File: config.mk
export PLATFORM = sky130hd
export DESIGN_NAME = display_scan
export DESIGN_NICKNAME = d
export VERILOG_FILES = /design/src/rtl/display_pkg.sv /design/src/rtl/display_scan_seg7_decode.sv /design/src/rtl/display_scan.sv
export SDC_FILE = /design/constraint.sdc
export NUM_CORES = 1
export LEC_CHECK = 0
export BUFFER_PORTS_ARGS = -buffer_cell sky130_fd_sc_hd__buf_2
export CAP_MARGIN = 20
export CORE_MARGIN = 2
export CORE_UTILIZATION = 45
export CTS_CLUSTER_DIAMETER = 50
export DETAILED_ROUTE_END_ITERATION = 10
export PLACE_DENSITY_LB_ADDON = 0.3
export SYNTH_ARGS = -nofsm -noshare
export SYNTH_HDL_FRONTEND = slang
export SYNTH_SLANG_ARGS = --single-unit
File: constraint.sdc
create_clock -name clk -period 2.5 [get_ports clk]
set_input_delay 0.5 -clock clk [delete_from_list [all_inputs] [get_ports clk]]
set_output_delay 0.5 -clock clk [all_outputs]
set_load 0.01 [all_outputs]
File: src/rtl/display_pkg.sv
// Shared constants and types for the four-digit multiplexed seven-segment scanner.
package display_pkg;

  localparam int NUM_DIGITS = 4;

  // Segment patterns are active-low, ordered {g,f,e,d,c,b,a}.
  localparam logic [6:0] SEG_0     = 7'b1000000;
  localparam logic [6:0] SEG_1     = 7'b1111001;
  localparam logic [6:0] SEG_2     = 7'b0100100;
  localparam logic [6:0] SEG_3     = 7'b0110000;
  localparam logic [6:0] SEG_4     = 7'b0011001;
  localparam logic [6:0] SEG_5     = 7'b0010010;
  localparam logic [6:0] SEG_6     = 7'b0000010;
  localparam logic [6:0] SEG_7     = 7'b1111000;
  localparam logic [6:0] SEG_8     = 7'b0000000;
  localparam logic [6:0] SEG_9     = 7'b0010000;
  localparam logic [6:0] SEG_DASH  = 7'b0111111;
  localparam logic [6:0] SEG_BLANK = 7'b1111111;

  typedef enum logic [1:0] {
    DIG0 = 2'd0,
    DIG1 = 2'd1,
    DIG2 = 2'd2,
    DIG3 = 2'd3
  } digit_idx_t;

endpackage

File: src/rtl/display_scan_seg7_decode.sv
// Combinational BCD to active-low seven-segment decoder; codes 10..15 show a dash.
module seg7_decode
  import display_pkg::*;
(
  input  logic [3:0] bcd,
  output logic [6:0] seg_n
);

  always_comb begin
    seg_n = SEG_DASH;
    case (bcd)
      4'd0:    seg_n = SEG_0;
      4'd1:    seg_n = SEG_1;
      4'd2:    seg_n = SEG_2;
      4'd3:    seg_n = SEG_3;
      4'd4:    seg_n = SEG_4;
      4'd5:    seg_n = SEG_5;
      4'd6:    seg_n = SEG_6;
      4'd7:    seg_n = SEG_7;
      4'd8:    seg_n = SEG_8;
      4'd9:    seg_n = SEG_9;
      default: seg_n = SEG_DASH;
    endcase
  end

endmodule

File: src/rtl/display_scan.sv
// Four-digit multiplexed seven-segment scanner with frame-synchronous display update.
// Optional leading-zero blanking is enabled by defining LEADING_ZERO_BLANK_EN.
module display_scan
  import display_pkg::*;
#(
  parameter int PRESCALE = 65536
) (
  input  logic        clk,
  input  logic        rst_n,
  input  logic        load,
  input  logic [15:0] digits_in,
  input  logic [3:0]  dp_in,
  output logic [1:0]  digit_idx,
  output logic [3:0]  anode_n,
  output logic [6:0]  seg_n,
  output logic        dp_n
);

  localparam int         PW   = (PRESCALE > 2) ? $clog2(PRESCALE) : 1;
  localparam logic [PW-1:0] PMAX = PW'(PRESCALE - 1);

  logic [PW-1:0] r_presc;
  digit_idx_t    r_digit_idx;
  logic [15:0]   r_shadow_digits;
  logic [3:0]    r_shadow_dp;
  logic          r_pending;
  logic [15:0]   r_disp_digits;
  logic [3:0]    r_disp_dp;

  logic          w_tick;
  logic          w_boundary;
  logic [3:0]    w_cur_digit;
  logic [6:0]    w_seg_dec;
  logic [6:0]    w_seg_final;

  assign w_tick     = (r_presc == PMAX);
  assign w_boundary = w_tick && (r_digit_idx == DIG3);
  assign digit_idx  = r_digit_idx;

  always_ff @(posedge clk or negedge rst_n) begin
    if (!rst_n) begin
      r_presc     <= '0;
      r_digit_idx <= DIG0;
    end else begin
      r_presc <= w_tick ? '0 : r_presc + 1'b1;
      if (w_tick) begin
        r_digit_idx <= digit_idx_t'(2'(r_digit_idx + 2'd1));
      end
    end
  end

  // Display registers only change on a frame boundary so a frame is never torn.
  always_ff @(posedge clk or negedge rst_n) begin
    if (!rst_n) begin
      r_shadow_digits <= '0;
      r_shadow_dp     <= '0;
      r_pending       <= 1'b0;
      r_disp_digits   <= '0;
      r_disp_dp       <= '0;
    end else if (load && w_boundary) begin
      r_shadow_digits <= digits_in;
      r_shadow_dp     <= dp_in;
      r_disp_digits   <= digits_in;
      r_disp_dp       <= dp_in;
      r_pending       <= 1'b0;
    end else if (load) begin
      r_shadow_digits <= digits_in;
      r_shadow_dp     <= dp_in;
      r_pending       <= 1'b1;
    end else if (w_boundary && r_pending) begin
      r_disp_digits <= r_shadow_digits;
      r_disp_dp     <= r_shadow_dp;
      r_pending     <= 1'b0;
    end
  end

  assign w_cur_digit = 4'(r_disp_digits >> {r_digit_idx, 2'b00});

  seg7_decode u_seg7_decode (
    .bcd   (w_cur_digit),
    .seg_n (w_seg_dec)
  );

`ifdef LEADING_ZERO_BLANK_EN
  logic [3:0] w_blank;

  // A digit blanks only when it and every more significant digit are zero.
  always_comb begin
    w_blank    = 4'b0000;
    w_blank[3] = (r_disp_digits[15:12] == 4'd0);
    w_blank[2] = w_blank[3] && (r_disp_digits[11:8] == 4'd0);
    w_blank[1] = w_blank[2] && (r_disp_digits[7:4] == 4'd0);
  end

  assign w_seg_final = w_blank[r_digit_idx] ? SEG_BLANK : w_seg_dec;
`else
  assign w_seg_final = w_seg_dec;
`endif

  always_ff @(posedge clk or negedge rst_n) begin
    if (!rst_n) begin
      anode_n <= 4'b1111;
      seg_n   <= SEG_BLANK;
      dp_n    <= 1'b1;
    end else begin
      anode_n <= ~(4'b0001 << r_digit_idx);
      seg_n   <= w_seg_final;
      dp_n    <= ~r_disp_dp[r_digit_idx];
    end
  end

endmodule
Yosys cells after proc, flatten, opt, wreduce, memory -nomap -nowiden:

Memories as Yosys holds them, arrays and structs flattened. A register that Yosys moved wholly into a read port is not among the register bits.
Cells that the tools add are included.

* flip-flop bits (word level): 64
* memories kept: 1
* ROM bits: 112

Memory list
* (no name shown): words 16, bits a word 7, read ports 1, clocked after Yosys merged registers in 1, wr ports 0, RTL line display_scan_seg7_decode.sv:11 `case (bcd)`

* order comparisons: 1
* bitwise logic cells: 2
* $add $sub $neg: 2
* mux-type cells: 16
* shift-type cells: 2
* reduce and logical (&&, ||, !) cells: 8
* equal/unequal tests: 3

Operator list (number)
* 2-to-1 mux 16 bit: 6
* 2-to-1 mux 4 bit: 5
* adder 16 x 1 -> 16 bit (second input constant): 1
* == test 16 bit (second input constant): 1
* right shift 16 x 4 -> 4 bit: 1
* 2-to-1 mux 1 bit: 4
* NOT 4 bit: 1
* nonzero test 2 bit: 2
* << shifter 1 x 2 -> 4 bit (first input constant): 1
* logical AND 1 bit: 3
* less-than comparator 2 x 3 -> 1 bit (second input constant): 1
* nonzero test 3 bit: 1
* adder 2 x 1 -> 2 bit (second input constant): 1
* binary-select mux 1 bit (select 2 bit): 1
* == test 2 bit (second input constant): 1
* inequality test 2 x 1 -> 1 bit (second input constant): 1
* AND reduction 2 bit: 1
* logical NOT 1 bit: 1
* NOT 1 bit: 1

Logic depth before layout (Yosys ltp):

* word-level depth: 6
* depth in mapped cells: 7

Hierarchy:

A second synthesis with hierarchy kept.

* cell total of the unflattened synthesis: 276
* area total of the unflattened synthesis: 3309.4 um^2

By module, submodules not included
* display_scan: area each 3085.5 um^2, cells each 245, times used 1
* seg7_decode: area each 224.0 um^2, cells each 31, times used 1

Least setup slack after synthesis:

No wires, ideal clock.

* path type: reg-to-reg
* from: reg r_digit_idx[0], in the netlist digit_idx[0]
* to: reg seg_n[3]
* data required time: 2421 ps
* setup slack: 609 ps
* path buffers: 1
* arrival time: 1812 ps
* cell stages (with the launch flop): 8
* cell sequence: dfrtp_1 buf_2 mux4_2 inv_1 ha_1 inv_1 a21oi_1 o21ai_0

* word-level cells in the longest chain between the ends: 1

Ends and longest elaborated chain
* start, declared: RTL line display_scan.sv:23 `digit_idx_t r_digit_idx;`
* start signal, assigned: RTL line display_scan.sv:47 `r_digit_idx <= digit_idx_t'(2'(r_digit_idx + 2'd1));`
* right shift 16 x 4 -> 4 bit: RTL line display_scan.sv:77 `assign w_cur_digit = 4'(r_disp_digits >> {r_digit_idx, 2'b00});`
* end, declared: RTL line display_scan.sv:15 `output logic [6:0] seg_n,`

Every way passes these cells.
A chain may end at the register's enable or synchronous reset.

Worst setup path in the final report:

Ends and elaborated chain as after synthesis.

==> reports/results.md <==
| Stage | Result | This run |
| --- | --- | --- |
| status | Outcome | complete, no violations |
| clock network | Inserted Clock Buffers | 9 |
| clock network | Max H-tree Level | 3 |
| floorplan | Top-level I/O count | 37 |
| pwr | Switching fraction of total power | 0.2217 |
| global routing | First-pass GRT wire length | 11.30 mm |
| synthesis | Synthesized netlist net count | 348 |
| routing | WL met2 | 2.779 mm |
| place | Weighted congestion at the end of routability-driven global placement | 0.7329 |
| floorplan | Die footprint | 0.008198 mm^2 |
| worst setup path | Cell depth of the worst flop-to-flop path | 6 |
| cells and area | Ant. Diodes | 0 |
| place | HPWL after DPL | 4.478 mm |
| worst setup path | Nature of the critical path startpoint | register |
| floorplan | Height of the die | 90.55 um |
| synthesis | Count of distinct cell types in the synthesized netlist | 41 |
| routing | Uppermost signal routing layer after detailed routing | met4 |
| sta | Setup slack of the critical path after layout | 470.6 ps |
| global routing | Antenna violations before repair | 0 |
| sta | Min Tclk post-route | 2029 ps |
| worst setup path | Critical Path Sink Type | register |
| clock network | Total setup buffers inserted after CTS | 0 |
| worst setup path | Register-to-register path setup slack | 470 ps |
| sta | Slew at the pin closest to its max-slew limit | 579.5 ps |
| global routing | Largest net degree at the start of global routing | 48 |
| global routing | Total congestion overflow after global routing | 0 |
| cells and area | Area used by multi-input combinational logic | 0.001379 mm^2 |
| sta | TNS Setup | 0 ps |
| clock network | Clk Latency, worst-skew pair | 350 ps |
| place | Number of buffer cells added on primary ports | 36 |
| global routing | Global-route usage over all layers | 0.1739 |
| clock network | Worst-case clock buffer depth | 2 |
| cells and area | FILL cells | 669 |
| synthesis | Sequential-to-total area share from yosys stat | 0.5316 |
| cells and area | Final #Nets | 384 |
| pwr | Cell-internal power | 0.001968 W |
| place | Worst-case setup slack after placement | 483.1 ps |
| routing | Via-per-instance ratio | 5.222 |
| sta | Final setup violation count | 0 |
| sta | Slew headroom | 0.6136 |
| routing | DRC errors left | 0 |
| cells and area | Area growth from synthesis to layout | 15.96% |
| synthesis | Post-synthesis sequential element count | 71 |
| place | Placed inst area | 0.003664 mm^2 |
| worst setup path | Start of the worst register-to-register path | digit_idx[0] |
| routing | Wire length on met3 | 236 um |
| clock network | Number of gates resized after cts | 0 |
| cells and area | Sequential cell area in the final layout | 0.001792 mm^2 |
| clock network | Root buffer selected by CTS | clkbuf_8 |
| cells and area | Ratio of cells with drive above 1 in the final layout | 0.2528 |
| cells and area | Post-route cell area | 0.003909 mm^2 |
| pwr | IR Drop Worst-Case VDD | 350.2 uV |
| worst setup path | Worst reg2reg path endpoint | seg_n[3] |
| sta | Fmax | 492.8 MHz |
| worst setup path | WP data required | 2760 ps |
| synthesis | Synthesized area per cell | 10.70 um^2 |
| clock network | Clock input transition at the sequential cells of the worst setup and hold paths | 80 ps |
| routing | Number of routed nets with antenna violations | 0 |
| sta | Count of final hold-check violations | 0 |
| synthesis | Yosys top cell by area | dfrtp_1 |
| routing | WL final | 6.418 mm |
| synthesis | Total standard cell area after synthesis | 0.003371 mm^2 |
| routing | Vias after detailed routing | 2376 |
| floorplan | Core Area | 0.007253 mm^2 |
| sta | Setup Skew | 13.49 ps |
| sta | Setup repair after global routing missed its margin | false |
| synthesis | Post-synthesis cell count | 315 |
| flow run | Max-cap viol count | 0 |
| hold path | Hold WC Path Type | input pin to async pin |
| pwr | Sequential group share of total power | 0.485 |
| sta | Final period utilization | 0.8118 |
| pwr | Share of power burned in the clock network | 0.442 |
| global routing | Number of global-route vias before repair | 2322 |
| pwr | Power per Cell Area | 646.9 mW/mm^2 |
| pwr | Proportion of power drawn by combinational gates | 0.073 |
| routing | Number of detailed-route iterations in the first pass | 4 |
| floorplan | Starting density of the core | 0.4647 |
| clock network | TritonCTS Sinks | 71 |
| worst setup path | WS Path Type | register to register |
| worst setup path | Peak fanout along the critical path | 9 |
| clock network | CTS tree | built |
| pwr | Net Sw Power | 0.0005607 W |
| pwr | Standby leakage power | 1.782 nW |
| clock network | Total of hold buffers inserted after clock tree synthesis | 0 |
| worst setup path | Arrival time of the worst setup path | 2290 ps |
| synthesis | Share of the synthesized area in the top cell type | 0.4380 |
| floorplan | Row cnt | 31 |
| routing | Final routed wire length divided by cell count | 14.11 um |
| sta | Number of slew-limit violations in the final report | 0 |
| synthesis | Top area cells in the synthesized netlist | dfrtp_1, dfstp_2, o21ai_0 |
| sta | Worst hold slack across all endpoints | 149.2 ps |
| synthesis | Total number of yosys warnings | 0 |
| pwr | PnR Total Power | 0.002529 W |
| floorplan | Width of the die | 90.55 um |
| routing | Routed length on met1 | 3.279 mm |
| routing | Number of DRC markers after the initial detailed-route iteration | 156 |
[worst max-delay path, cell delays in order, from the launching register on]
cell and delay, ps:
dfrtp_1 610, mux4_2 650, inv_1 160, ha_1 270
inv_1 60, a21oi_1 50, o21ai_0 160
[state kept, by name (all words and copies together) (netlist names)]
name / flops
anode_n: 4
digit_idx: 2
dp_n: 1
r_disp_digits: 16
r_disp_dp: 4
r_pending: 1
r_presc: 16
r_shadow_digits: 16
r_shadow_dp: 4
seg_n: 7
[cells by family after synthesis]
family | share of synthesized area
AO/OA/AOI/OAI | 0.1336
adder cells (fa/ha/maj) | 0.03712
AND/OR/NAND/NOR | 0.1566
flip-flops | 0.5316
buffers and inverters | 0.05939
multiplexers | 0.05308
XOR/XNOR | 0.02858
[Yosys cell counts]
| library cell | n |
|---|---|
| o221a_1 | 4 |
| nand3_1 | 22 |
| nor2_1 | 18 |
| xnor2_1 | 5 |
| nor2b_1 | 1 |
| and4_4 | 1 |
| and2_1 | 1 |
| nand4_1 | 7 |
| a211oi_1 | 1 |
| buf_4 | 1 |
| and4_1 | 2 |
| mux2i_1 | 1 |
| nand3b_1 | 4 |
| o21a_1 | 1 |
| and3_1 | 2 |
| o31ai_1 | 1 |
| clkbuf_1 | 13 |
| buf_6 | 1 |
| o21ai_0 | 39 |
| dfstp_2 | 12 |
| nor3_1 | 4 |
| or4_4 | 1 |
| buf_2 | 4 |
| mux2_2 | 5 |
| dfrtp_1 | 59 |
| mux4_2 | 5 |
| buf_1 | 1 |
| a21oi_1 | 3 |
| inv_1 | 29 |
| nand3_4 | 1 |
| a2bb2oi_1 | 16 |
| xor2_1 | 6 |
| nor3b_1 | 2 |
| a31oi_1 | 1 |
| nand2_1 | 23 |
| nand4_2 | 1 |
| or4_1 | 1 |
| nor3_2 | 1 |
| ha_1 | 10 |
| a41oi_1 | 3 |
| nor4_4 | 2 |
[placed cells by master (no fill, tap or decap), drive strengths merged, types with 5 or more instances in the layout]
cell type  count
mux4           5
a2bb2oi       16
clkbuf        10
nand3         23
dfrtp         59
nand4          8
xor2           6
inv           29
o21ai         39
buf           45
dfstp         12
nor2          18
nand2         23
mux2           5
xnor2          5
ha            10
nor3           5
[metrics by stage]
| step | utilization | std cells |
|---|---|---|
| 3_3_place_gp | 0.5051 | 439 |
| 6_report | 0.5389 | 455 |
| 2_1_floorplan | - | 315 |
| 4_1_cts | 0.5389 | 455 |
| 3_5_place_dp | 0.5051 | 439 |
| 5_1_grt | 0.5389 | 455 |
[how the worst max path moves through the flow]
stage	from	end	slack, ps
after floorplan	digit_idx[0]	seg_n[3]	610
after global placement	digit_idx[0]	r_disp_dp[1]	550
after detailed placement	digit_idx[0]	r_disp_dp[0]	480
after CTS	digit_idx[0]	seg_n[3]	460
after global routing	digit_idx[0]	seg_n[3]	320
final	digit_idx[0]	seg_n[3]	470
[routing by layer]
| layer | track usage | vias to the layer above |
|---|---|---|
| li1 | - | 1175 |
| met1 | 0.2618 | 1148 |
| met2 | 0.2425 | 42 |
| met3 | 0.03506 | 11 |
| met4 | 0.07692 | 0 |
| met5 | 0 | - |
[layout make-up]
| type | count | share of cell area |
|---|---|---|
| Sequential cell | 71 | 0.4584 |
| Multi-Input combinational cell | 195 | 0.3528 |
| Clock buffer | 10 | 0.03521 |
| Inverter | 29 | 0.02785 |
| Tap cell | 99 | 0.03169 |
| Timing Repair Buffer | 45 | 0.06658 |
| Clock inverter | 6 | 0.02753 |
[power groups by stage]
stage / clock [W] / combinational [W] / sequential [W]
4_1_cts: 0.00114 / 0.000189 / 0.00123
2_1_floorplan: 0 / 0.000104 / 0.00125
3_5_place_dp: 0 / 0.000188 / 0.00125
3_3_place_gp: 0 / 0.000184 / 0.00125
5_1_grt: 0.00119 / 0.000215 / 0.00123
6_report: 0.00112 / 0.000185 / 0.00123
(Power assumes the default switching activity.)
